$ cat src/rtl/btn_count_ctrl.sv
// Button front-end for the 2-bit counter: synchronise, debounce,
// one step pulse per press, optional auto-repeat, enable gating.
module btn_count_ctrl #(
   parameter int DB_CYCLES     = 4,
   parameter int HOLD_CYCLES   = 16,
   parameter int REPEAT_CYCLES = 8,
   parameter int CW            = 8
) (
   input  logic       clk,
   input  logic       rst,
   input  logic       btn_raw,
   input  logic       en,
   input  logic       rpt_en,
   output logic       cnt,
   output logic       held,
   output logic [2:0] state
);

   localparam logic [2:0] IDLE    = 3'd0;
   localparam logic [2:0] DEB_PRS = 3'd1;
   localparam logic [2:0] PRESSED = 3'd2;
   localparam logic [2:0] REPEAT  = 3'd3;
   localparam logic [2:0] DEB_REL = 3'd4;

   localparam logic [CW-1:0] DB_MAX   = CW'(DB_CYCLES - 1);
   localparam logic [CW-1:0] HOLD_MAX = CW'(HOLD_CYCLES - 1);
   localparam logic [CW-1:0] REP_MAX  = CW'(REPEAT_CYCLES - 1);
   localparam logic [CW-1:0] ONE      = CW'(1);

   logic          sync1;
   logic          btn_s;
   logic [CW-1:0] c;
   logic [CW-1:0] c_nxt;
   logic [2:0]    state_nxt;
   logic          fire;
   logic          held_nxt;

   // Two-flop synchroniser for the asynchronous button level.
   always_ff @(posedge clk) begin
      if (rst) begin
         sync1 <= 1'b0;
         btn_s <= 1'b0;
      end else begin
         sync1 <= btn_raw;
         btn_s <= sync1;
      end
   end

   // Next-state, shared counter and step-event decode.
   always_comb begin
      state_nxt = state;
      c_nxt     = c;
      fire      = 1'b0;
      case (state)
         IDLE: begin
            c_nxt = '0;
            if (btn_s) begin
               state_nxt = DEB_PRS;
            end
         end
         DEB_PRS: begin
            if (!btn_s) begin
               state_nxt = IDLE;
               c_nxt     = '0;
            end else if (c == DB_MAX) begin
               state_nxt = PRESSED;
               c_nxt     = '0;
               fire      = 1'b1;
            end else begin
               c_nxt = c + ONE;
            end
         end
         PRESSED: begin
            if (!btn_s) begin
               state_nxt = DEB_REL;
               c_nxt     = '0;
            end else if (c == HOLD_MAX) begin
               if (rpt_en) begin
                  state_nxt = REPEAT;
                  c_nxt     = '0;
                  fire      = 1'b1;
               end
            end else begin
               c_nxt = c + ONE;
            end
         end
         REPEAT: begin
            if (!btn_s) begin
               state_nxt = DEB_REL;
               c_nxt     = '0;
            end else if (!rpt_en) begin
               state_nxt = PRESSED;
               c_nxt     = HOLD_MAX;
            end else if (c == REP_MAX) begin
               c_nxt = '0;
               fire  = 1'b1;
            end else begin
               c_nxt = c + ONE;
            end
         end
         DEB_REL: begin
            if (btn_s) begin
               state_nxt = PRESSED;
               c_nxt     = '0;
            end else if (c == DB_MAX) begin
               state_nxt = IDLE;
               c_nxt     = '0;
            end else begin
               c_nxt = c + ONE;
            end
         end
         default: begin
            state_nxt = IDLE;
            c_nxt     = '0;
         end
      endcase
   end

   // Held flag follows the state being entered.
   always_comb begin
      held_nxt = (state_nxt == PRESSED) ||
                 (state_nxt == REPEAT)  ||
                 (state_nxt == DEB_REL);
   end

   // State, counter and registered outputs; pulses gated by en.
   always_ff @(posedge clk) begin
      if (rst) begin
         state <= IDLE;
         c     <= '0;
         cnt   <= 1'b0;
         held  <= 1'b0;
      end else begin
         state <= state_nxt;
         c     <= c_nxt;
         cnt   <= fire & en;
         held  <= held_nxt;
      end
   end

endmodule

$ cat config.mk
export PLATFORM = sky130hd
export DESIGN_NAME = btn_count_ctrl
export DESIGN_NICKNAME = d
export VERILOG_FILES = /design/src/rtl/btn_count_ctrl.sv
export SDC_FILE = /design/constraint.sdc
export NUM_CORES = 1
export LEC_CHECK = 0
export ABC_CLOCK_PERIOD_IN_PS = 1800
export BUFFER_PORTS_ARGS = -buffer_cell sky130_fd_sc_hd__buf_2
export CAP_MARGIN = 20
export CELL_PAD_IN_SITES_DETAIL_PLACEMENT = 1
export CELL_PAD_IN_SITES_GLOBAL_PLACEMENT = 1
export CORE_AREA = 2 2 58 60
export CTS_CLUSTER_DIAMETER = 120
export DETAILED_ROUTE_END_ITERATION = 7
export DIE_AREA = 0 0 60 62
export PLACE_DENSITY_LB_ADDON = 0.1
export SLEW_MARGIN = 10
export SYNTH_ARGS = -nofsm -noshare
export SYNTH_HDL_FRONTEND = slang
export SYNTH_SLANG_ARGS = --single-unit
$ cat constraint.sdc
create_clock -name clk -period 1.8 [get_ports clk]
set_input_delay 0.27 -clock clk [delete_from_list [all_inputs] [get_ports clk]]
set_output_delay 0.27 -clock clk [all_outputs]
set_load 0.05 [all_outputs]
=== After elaboration in Yosys (flattened, before gate mapping) ===
Cells that the tools add are included.

* Word-level logic and storage cells: 52
* Register bits after elaboration: 15
* Output and inout port bits: 5
* Input bits: 5

* Eq/ne operators: 11
* Bitwise gates (word level): 1
* Add/subtract/negate cells: 1
* Multiplexer cells: 30
* Reduce and logical (&&, ||, !) cells: 3

{| class="wikitable"
|+ Operators by type and width
! kind !! count
|-
| 2-to-1 mux 8 bit || 9
|-
| one-hot mux 8 bit (4 select lines) || 1
|-
| 2-to-1 mux 3 bit || 10
|-
| one-hot mux 3 bit (5 select lines) || 1
|-
| equality test 3 x 2 -> 1 bit, second input constant || 4
|-
| adder 8 x 1 -> 8 bit, second input constant || 1
|-
| equality test 8 x 2 -> 1 bit, second input constant || 1
|-
| equality test 8 x 3 -> 1 bit, second input constant || 1
|-
| equality test 8 x 4 -> 1 bit, second input constant || 1
|-
| 2-to-1 mux 1 bit || 8
|-
| equality test 3 bit, second input constant || 2
|-
| != test 4 bit, second input constant || 1
|-
| equality test 3 x 1 -> 1 bit, second input constant || 1
|-
| zero test 3 bit || 1
|-
| one-hot mux 1 bit (3 select lines) || 1
|-
| logical OR 1 bit || 2
|-
| AND 1 bit || 1
|}

=== Longest topological paths before layout ===
* Depth after elaboration: 7
* Depth in mapped cells: 6
* Mapped depth without buffers: 5

=== Worst setup path after synthesis ===
No wires, ideal clock.

* Path type: register to register
* From: reg state[2]
* To: reg c[6]
* Slack: -0.217 ns
* Path buffers: 1
* Stages on the path, launching flop included: 6
* Arrival: 1.914 ns
* Data required time: 1.697 ns
* Period minus slack after synthesis: 2.017 ns
* Library setup time: 0.103 ns
* Path through: dfxtp_1 -> buf_2 -> or3b_2 -> a22oi_1 -> o31ai_2 -> a2111oi_2

* Cells in the longest elaborated chain, start to end: 2
* Elaborated cells on any way between the ends: 6
* Classes of those cells: eq/ne: 5; mux: 1

{| class="wikitable"
|+ RTL lines
! what !! line !! text
|-
| start, declared || 16 || <nowiki>output logic [2:0] state</nowiki>
|-
| start signal, assigned || 134 || <nowiki>state <= state_nxt;</nowiki>
|-
| equality test 3 bit (tied with other cells) || 54 || <nowiki>case (state)</nowiki>
|-
| one-hot mux 8 bit (4 select lines) or != test 4 bit (tied branches) || -- ||
|-
| end signal, assigned || 135 || <nowiki>c <= c_nxt;</nowiki>
|-
| end, declared || 32 || <nowiki>logic [CW-1:0] c;</nowiki>
|}

Parallel ways exist; a longest one is shown, timed or not.
A chain may end at the register's enable or synchronous reset.

=== Worst setup path in the final report ===
* From: reg c[5]
* To: reg held

* Cells in the longest elaborated chain, start to end: 7
* Elaborated cells on any way between the ends: 14
* Classes of those cells: eq/ne: 5; mux: 7; reduce/logical: 2

{| class="wikitable"
|+ RTL lines
! what !! line !! text
|-
| equality test 8 x 2 -> 1 bit or equality test 8 x 4 -> 1 bit (tied branches) || 65, 105, 77 ||
|-
| 2-to-1 mux 3 bit, on equally long branches || 105, 65, 77 ||
|-
| 2-to-1 mux 3 bit, on equally long branches || 102, 62, 74 ||
|-
| one-hot mux 3 bit (5 select lines) * || 54 ||
|-
| equality test 3 x 2 -> 1 bit, on equally long branches || 121, 122 ||
|-
| logical OR 1 bit || 121 || <nowiki>held_nxt = (state_nxt == PRESSED) ||</nowiki>
|-
| logical OR 1 bit * || 122 || <nowiki>(state_nxt == REPEAT) ||</nowiki>
|-
| end signal, assigned || 137 || <nowiki>held <= held_nxt;</nowiki>
|-
| end, declared || 15 || <nowiki>output logic held,</nowiki>
|}

Every way passes the cells marked *; elsewhere a longest branch is shown, timed or not.

==> results.cfg <==
[status]
status = finished, final reports clean

[cells_and_area]
nNetsFinal = 127
final_layout_size_suffix_gt1_share_pct = 31.7
stdcell_count = 166
diodes = 0
fin_area_mm2 = 0.00111
final_util_pct = 34.9
fill_cells = 389
area_growth_pct = 25.6

[floorplanning]
design.core.area_mm2 = 0.00318
die_area_mm2 = 0.00372
num_rows = 21
io_pins = 10
die_x_um = 60
die_h_um = 62
start_util_pct = 27.8

[logic_synthesis]
syn_area_um2 = 883
yosysWarnings = 0
yosysUniqueCellTypes = 41
synth_edf_count = 0
synthCells = 103
ys.flop_type = dfxtp_1
async_flop_share_pct = 0
synthesis.nets = 109
seq_area_frac_synth_pct = 34.0
avgSynthCellArea_um2 = 8.58
ys_seq_elements = 15

[clocking]
clkTransAtPathRegs_ps = 100
cts_tree = built
clock_latency_ps = 290
numCtsBuffers = 3
postCtsSetupBuffers = 0
ctsRootBufferMaster = clkbuf_4
h-tree-depth = 1
clkSinkCount = 15
cts.path.max_buffers = 2

[timing]
min_period_ps = 1760
clock_skew_ps = 7.27
layout_setup_ws_ps = 44.7
tightest_slew_ps = 419
finalHoldViolations = 0
max_freq_ghz = 0.570
final.period_utilization_pct = 97.5
slew_viol_final = 0
hold_ws_ps = 193
finalSetupViolations = 0
relSlewSlack_pct = 72.1

[global_routing]
grt_pass1_vias = 864
antenna_found_initial = 0
overflow = 0
grt_max_degree = 15
grt_pass1_wl_um = 4230
track_usage_pct = 15.7

[hold_path]
min_to = cnt$_SDFF_PP0_
hold_class = input port to register
hold_start = en
whs_path_depth = 3

[pwr]
intPower_w = 0.000431
seq_power_share_pct = 58.9
vdd_drop_max_mv = 0.216
clock_power_share_pct = 35.7
combPwrFrac_pct = 5.4
power_density_mw_per_mm2 = 514
switchingPower_w = 0.000139
swShare_pct = 24.4
p_leak_nw = 0.395

[critical_path]
worstPathRequired_ps = 1980
end_kind = register
rrSetupSlack_ps = 40
r2r-end = held$_SDFF_PP0_
crit_fanout = 5
crit_path_start_kind = register
cp.arrival_ps = 1940
reg2reg_from = c[5]$_SDFFE_PP0P_
rr_worst_depth = 5
worstSetupPathType = register to register

[routing]
wl_per_cell_um = 15.8
vias = 835
drc = 0
drtAntennaViolNets = 0
postRouteWirelength_um = 2620
viasPerCell = 5.03
drt_iter0_markers = 32
drt-pass1-iter-count = 3

[place]
dp_hpwl_um = 1980
routabilityCongestion = 0.780
dp.cells = 162
dp_worst_setup_slack_ps = -6.19
io_buffers = 9
postPlaceCellArea_mm2 = 0.00105

[job]
drv_cap = 0
power groups by stage:
| stage | sequential, W | clock [W] | combinational (W) |
|---|---|---|---|
| finish | 0.000336 | 0.000204 | 0.0000309 |
| global route | 0.000337 | 0.000222 | 0.0000342 |
| CTS | 0.000336 | 0.000216 | 0.0000306 |
| detailed placement | 0.000344 | 0 | 0.0000301 |
| global placement | 0.000344 | 0 | 0.0000292 |
| floorplan | 0.000344 | 0 | 0.0000156 |
sequential cells by signal, summed over array words and instances, names as in the netlist:
signal  count
c           8
held        1
btn_s       1
sync1       1
state       3
cnt         1
layer usage:
metal  global-route usage [%]  part of all wire [%]  wire length (um)
met1                     18.8                    45              1180
met2                     28.4                    53              1390
met3                     1.86                   1.5                40
met4                     6.35                  0.53                14
met5                        0                     0                 0
layout make-up:
type | instances | area (um^2) | share of cell area [%]
Inverter | 5 | 18.8 | 1.69
Timing Repair Buffer | 20 | 128 | 11.5
Clock buffer | 4 | 26.3 | 2.37
Tap cell | 46 | 57.6 | 5.19
Multi-Input combinational cell | 76 | 573 | 51.6
Sequential cell | 15 | 307 | 27.6
how the worst max path moves through the flow:
stage | startpoint | end | cells after the start
CTS | c[5]$_SDFFE_PP0P_ | c[0]$_SDFFE_PP0P_ | 4
finish | c[5]$_SDFFE_PP0P_ | held$_SDFF_PP0_ | 5
global route | c[5]$_SDFFE_PP0P_ | held$_SDFF_PP0_ | 5
global placement | c[5]$_SDFFE_PP0P_ | c[6]$_SDFFE_PP0P_ | 5
floorplan | state[2]$_SDFF_PP0_ | c[6]$_SDFFE_PP0P_ | 5
detailed placement | c[5]$_SDFFE_PP0P_ | c[7]$_SDFFE_PP0P_ | 4
cells in the final DEF (no fill, tap or decap), drive strengths merged, types with 2 or more instances in the layout:
cell / instances
a211oi: 6
nand3b: 2
and3: 2
inv: 5
nor2: 6
nand2b: 3
a32oi: 2
dfxtp: 15
nand3: 4
a21oi: 8
o21ai: 2
and4: 2
nor2b: 3
xor2: 5
buf: 20
clkbuf: 4
nor3: 5
nand2: 6
repair_timing:
| action | in CTS | in global routing |
|---|---|---|
| hold buffers | 0 | 0 |
| gates resized for setup | 2 | 5 |
| setup endpoints to repair | 7 | 8 |
| pin swaps | 0 | 2 |
cell usage after synthesis, drive strengths merged (2+ instances only):
cell type,instances,area share (%)
dfxtp,15,34
nand2b,3,2.1
o21ai,2,1.1
and4,2,2.0
nor2,6,2.5
xor2,5,5.0
a32oi,2,2.0
nand3b,2,1.7
nor3,5,3.4
nand2,6,2.5
and3,2,1.4
nor2b,3,2.1
clkbuf,6,2.5
a211oi,6,5.7
a21oi,8,4.5
inv,5,2.1
nand3,4,2.3
cell families (layout without fill, tap and decap cells):
group	after synthesis	in the layout	synth area share, %
xor+xnor	6	6	5.95
simple gates	38	38	24.9
compound gates	31	31	28.5
flops	15	15	34.0
fa+ha+maj	1	1	1.42
buf+inv	12	29	5.24
stage by stage:
| step | TNS [ps] | total power [W] |
|---|---|---|
| 3_3_place_gp | -0.0978 | 0.000373 |
| 4_1_cts | 0 | 0.000583 |
| 3_5_place_dp | -6.19 | 0.000374 |
| 2_1_floorplan | 0 | 0.000359 |
| 6_report | 0 | 0.000570 |
| 5_1_grt | -38.7 | 0.000593 |
worst max-delay path: stages (launching register included):
cell	delay, ps
dfxtp_2	360
or4_4	600
nor3_2	200
buf_4	170
a2bb2oi_1	230
a21oi_1	90
(Power assumes the default switching activity.)
